$ cat src/rtl/rf_pkg.sv
// Shared definitions for the register-file writeback scheduler.
//   AW       - register address width
//   DW       - register data width
//   NREG     - number of architectural registers
//   ZERO_REG - hardwired-zero register address
//   src_e    - writeback source index (ALU = port 0, load/multiply = port 1)
package rf_pkg;
  localparam int AW   = 5;
  localparam int DW   = 32;
  localparam int NREG = 32;
  localparam logic [AW-1:0] ZERO_REG = '0;

  typedef enum logic {
    SRC_ALU = 1'b0,
    SRC_LSU = 1'b1
  } src_e;
endpackage

$ cat src/rtl/rr_arb2.sv
// Two-way round-robin arbiter.
//   clk, rst : clock, synchronous active-high reset
//   req[1:0] : request per source (already masked by the caller when needed)
//   grant[1:0]: one-hot (or zero) grant, combinational from req and last
//   last     : most recently granted source
module rr_arb2
  import rf_pkg::*;
(
  input  logic       clk,
  input  logic       rst,
  input  logic [1:0] req,
  output logic [1:0] grant,
  output src_e       last
);

  // A lone requester always wins; on contention the source that did not
  // win last time gets the grant.
  always_comb begin
    grant    = 2'b00;
    grant[0] = req[0] && (!req[1] || (last == SRC_LSU));
    grant[1] = req[1] && (!req[0] || (last == SRC_ALU));
  end

  // Reset to LSU so that the ALU wins the first contest.
  always_ff @(posedge clk) begin
    if (rst) begin
      last <= SRC_LSU;
    end else if (grant[0]) begin
      last <= SRC_ALU;
    end else if (grant[1]) begin
      last <= SRC_LSU;
    end
  end

endmodule

$ cat src/rtl/rf_wb_arbiter.sv
// Writeback scheduler for the 32x32 register file. Shares the single write
// port between the ALU (source 0) and the load/multiply unit (source 1) and
// keeps the busy scoreboard used by issue for RAW/WAW stalls.
//   iss_valid/iss_rd/iss_ready : issue handshake; ready when rd is free
//   q1/q2_addr, q1/q2_busy      : source-register hazard queries
//   wbN_valid/addr/data/ready   : writeback requests, ready = accepted now
//   rf_we/rf_waddr/rf_wdata     : registered write port to the register file
module rf_wb_arbiter
  import rf_pkg::*;
(
  input  logic          clk,
  input  logic          rst,
  input  logic          iss_valid,
  input  logic [AW-1:0] iss_rd,
  output logic          iss_ready,
  input  logic [AW-1:0] q1_addr,
  input  logic [AW-1:0] q2_addr,
  output logic          q1_busy,
  output logic          q2_busy,
  input  logic          wb0_valid,
  input  logic [AW-1:0] wb0_addr,
  input  logic [DW-1:0] wb0_data,
  output logic          wb0_ready,
  input  logic          wb1_valid,
  input  logic [AW-1:0] wb1_addr,
  input  logic [DW-1:0] wb1_data,
  output logic          wb1_ready,
  output logic          rf_we,
  output logic [AW-1:0] rf_waddr,
  output logic [DW-1:0] rf_wdata
);

  logic [NREG-1:0] busy;
  logic [NREG-1:0] busy_nxt;
  logic [1:0]      req;
  logic [1:0]      grant;
  src_e            last;
  logic            grant_any;
  logic [AW-1:0]   win_addr;
  logic [DW-1:0]   win_data;
  logic            vld_p1;
  logic [AW-1:0]   waddr_p1;
  logic [DW-1:0]   wdata_p1;

  // Requests are masked during reset so nothing is accepted and the
  // pointer does not move.
  assign req = {wb1_valid, wb0_valid} & {2{!rst}};

  rr_arb2 u_arb (
    .clk   (clk),
    .rst   (rst),
    .req   (req),
    .grant (grant),
    .last  (last)
  );

  assign wb0_ready = grant[0];
  assign wb1_ready = grant[1];
  assign grant_any = |grant;
  assign win_addr  = grant[1] ? wb1_addr : wb0_addr;
  assign win_data  = grant[1] ? wb1_data : wb0_data;

  assign iss_ready = !rst && ((iss_rd == ZERO_REG) || !busy[iss_rd]);
  assign q1_busy   = busy[q1_addr];
  assign q2_busy   = busy[q2_addr];

  // A busy destination blocks issue, so set and clear never collide.
  always_comb begin
    busy_nxt = busy;
    if (vld_p1) begin
      busy_nxt[waddr_p1] = 1'b0;
    end
    if (iss_valid && iss_ready && (iss_rd != ZERO_REG)) begin
      busy_nxt[iss_rd] = 1'b1;
    end
    busy_nxt[0] = 1'b0;
  end

  always_ff @(posedge clk) begin
    if (rst) begin
      busy <= '0;
    end else begin
      busy <= busy_nxt;
    end
  end

  // Stage p1: registered write port; a grant to register 0 is accepted
  // but never asserts the write enable.
  always_ff @(posedge clk) begin
    if (rst) begin
      vld_p1   <= 1'b0;
      waddr_p1 <= '0;
      wdata_p1 <= '0;
    end else begin
      vld_p1 <= grant_any && (win_addr != ZERO_REG);
      if (grant_any) begin
        waddr_p1 <= win_addr;
        wdata_p1 <= win_data;
      end
    end
  end

  assign rf_we    = vld_p1;
  assign rf_waddr = waddr_p1;
  assign rf_wdata = wdata_p1;

endmodule
$ cat config.mk
export PLATFORM = sky130hd
export DESIGN_NAME = rf_wb_arbiter
export DESIGN_NICKNAME = d
export VERILOG_FILES = /design/src/rtl/rf_pkg.sv /design/src/rtl/rr_arb2.sv /design/src/rtl/rf_wb_arbiter.sv
export SDC_FILE = /design/constraint.sdc
export NUM_CORES = 1
export LEC_CHECK = 0
export CAP_MARGIN = 10
export CORE_MARGIN = 5
export CORE_UTILIZATION = 50
export CTS_CLUSTER_DIAMETER = 30
export CTS_CLUSTER_SIZE = 20
export DETAILED_ROUTE_END_ITERATION = 8
export PLACE_DENSITY = 0.93
export SLEW_MARGIN = 10
export SYNTH_ARGS = -nofsm -noshare
export SYNTH_HDL_FRONTEND = slang
export SYNTH_SLANG_ARGS = --single-unit
export TNS_END_PERCENT = 50
$ cat constraint.sdc
create_clock -name clk -period 4.2 [get_ports clk]
set_input_delay 1.05 -clock clk [delete_from_list [all_inputs] [get_ports clk]]
set_output_delay 1.05 -clock clk [all_outputs]
set_load 0.01 [all_outputs]
==> flow_summary.yaml <==
setup_path:
  worstSetupPathType: "in -> out"
  crit_path_end_kind: "output pin"
  cp_data_required_time_ns: 3.15
  startpoint_type: "input pin"
  critPathTopFamily: "buffers and inverters"
  critPathSlowestCell: "clkdlybuf4s50_1"
  crit_chain: "clkdlybuf4s50_1 > buf_4 > mux4_2 > nand3b_1 > a21boi_0 > nor4_1 > clkbuf_2"
  critical_path.max_stage_delay_ns: 0.57
  worstSetupStartpoint: "iss_rd[0]"
  cp.arrival_ns: 3.04
  r2r-start: "u_arb.last"
  worst-path-max-fanout: 4
  cp_num_buf_inv: 3
floorplanning:
  die_y_um: 101
  start_util: 0.508
  fp-row-count: 33
  die-area_mm2: 0.0101
  die_x_um: 101
  core_area_mm2: 0.00809
  num_io_pins: 137
clocking:
  cts_root_buf: "clkbuf_8"
  clk_path_buf_depth: 2
  clock-sinks: 70
  numCtsBuffers: 9
  clk_latency_ns: 0.36
  ctsHtreeMaxLevel: 3
  postCtsSetupBuffers: 0
  clk_pin_slew_worst_paths_ns: 0.07
  cts_tree: "done"
  hold_buffers: 0
grt:
  grt_start_max_net_pins: 73
  grt_usage: 0.298
  globalRouteOverflowTotal: 0
  grt_pass1_wl_um: 23600
  grt_pass1_vias: 4551
  antenna_found_initial: 0
synthesis:
  avgSynthCellArea_um2: 8.83
  synthTopCellsByArea: "dfxtp_1 (34%), mux2i_1 (17%), a211oi_1 (6.9%)"
  netlist.area_leader.share: 0.341
  netlist_top_cells_count: "dfxtp_1 (70), mux2i_1 (68), nor2_1 (47)"
  ys_seq_area_frac: 0.341
  ys_ff_latch: 70
  synthCells: 465
  synth_most_common_cell: "dfxtp_1"
  synth_cell_types: 45
  synth_fp_nets: 559
  synthArstFlopShare: 0
  netlist_area_mm2: 0.00411
  yosys_warnings: 0
  ys.flop_type: "dfxtp_1"
  yosys.area.top_type: "dfxtp_1"
  synth_edf_count: 0
finish:
  regArea_mm2: 0.00140
  n_antenna_cell: 0
  final_nets: 695
  multi_input_area_mm2: 0.00254
  area_growth_pct: 40.9
  fillers: 606
  final_cells: 711
  drive_gt1_frac: 0.106
  fin_area_mm2: 0.00579
sta:
  setup_viol: 0
  worst_clock_skew_ns: 0.0107
  timing.hold.ws_ns: 0.505
  period_share: 0.974
  relSlewSlack: 0.514
  drv_slew: 0
  max_freq_ghz: 0.244
  hold_viol: 0
  layout_min_cycle_time_ns: 4.09
  tightestPinTransition_ns: 0.729
  rsz0062_at_grt: "no"
power:
  combinationalPowerShare: 0.240
  power_leakage_nw: 2.30
  clkPwrFrac: 0.313
  p_sw_mw: 0.494
  power_density_mw_per_mm2: 281
  swShare: 0.304
  peakVddDrop_v: 0.000310
  share_seq_of_total_power: 0.447
  p_int_mw: 1.13
placed_design:
  placement.cell_area_mm2: 0.00561
  gp_congestion: 1.04
  dp_hpwl_um: 10800
  place_inst: 695
  portBuffers: 136
routing:
  wl_um: 15200
  wl_per_cell_um: 21.3
  viasPerCell: 6.14
  first_iter_violations: 348
  antenna_left: 0
  drc: 0
  num_vias: 4362
  drt_pass1_iterations: 5
hold_path:
  hp-class: "reg -> reg"
  holdCritStartpoint: "rf_wdata[30]"
outcome:
  status: "finished, final reports clean"
flow_run:
  drv_cap: 0
==> state kept, by name, indices dropped and copies added (netlist names) <==
signal and flops:
rf_wdata 32, busy 31, rf_waddr 5, rf_we 1, u_arb.last 1
==> tightest hold or removal path: cells and delay by family, from the launching register on <==
kind            cells  cell delay (ns)
simple gates        1             0.09
compound gates      1             0.05
flops               1             0.31
==> what timing repair did <==
action                     CTS  global route
gates resized for setup      3             3
pin swaps                    0             1
setup endpoints to repair    3             1
==> kinds of logic after synthesis <==
logic type	Yosys count	synth area share
simple gates	160	0.213
compound gates	117	0.186
mux	81	0.218
flops	70	0.341
buf+inv	37	0.0423
==> worst paths after layout <==
kind / end / slack (ns) / cells after the start
setup / recovery: iss_ready / 0.11 / 7
hold / removal: rf_wdata[30] / 0.50 / 2
setup reg to reg: rf_wdata[20] / 2.49 / 5
hold reg to reg: rf_wdata[30] / 0.50 / 2
==> metal layers <==
metal  global-route usage  vias to the layer above  routed length, um  share of wire
met5                    0                        -                  0              0
met4                0.137                        0                611          0.040
met3               0.0955                       51               1450          0.096
met2                0.494                      225               7320           0.48
met1                0.351                     2076               5780           0.38
li1                     -                     2010                  -              -
==> through the flow <==
stage               power (mW)  TNS [ns]  setup WS (ns)  utilization
floorplan                0.910         0          0.804            -
global placement          1.11    -0.276         -0.248        0.694
detailed placement        1.12    -0.372         -0.243        0.694
CTS                       1.62         0         0.0424        0.716
global route              1.69         0        0.00780        0.715
finish                    1.62         0          0.109        0.715
==> cell type report <==
type,count,share of cell area
flip-flops and latches,70,0.242
clock inverters,7,0.0102
well taps,105,0.0227
inverters,3,0.00195
repair buffers,159,0.263
multi-input cells,358,0.439
clock buffers,9,0.0214
==> cells in the final DEF (no fill, tap or decap), types with 13 or more instances in the layout <==
master,n
nor2_1,46
nor2b_1,23
mux2i_1,68
o21ai_0,32
a211oi_1,38
buf_4,23
dfxtp_1,70
nand2_1,17
nand3b_1,17
nand2b_1,13
clkdlybuf4s50_1,132
==> power groups by stage <==
stage               Clock, mW  Sequential, mW  Combinational [mW]
global placement            0           0.736               0.371
floorplan                   0           0.743               0.166
CTS                     0.509           0.725               0.388
global route            0.542           0.730               0.417
finish                  0.509           0.726               0.390
detailed placement          0           0.739               0.380
Power figures use the tool's default switching activity.
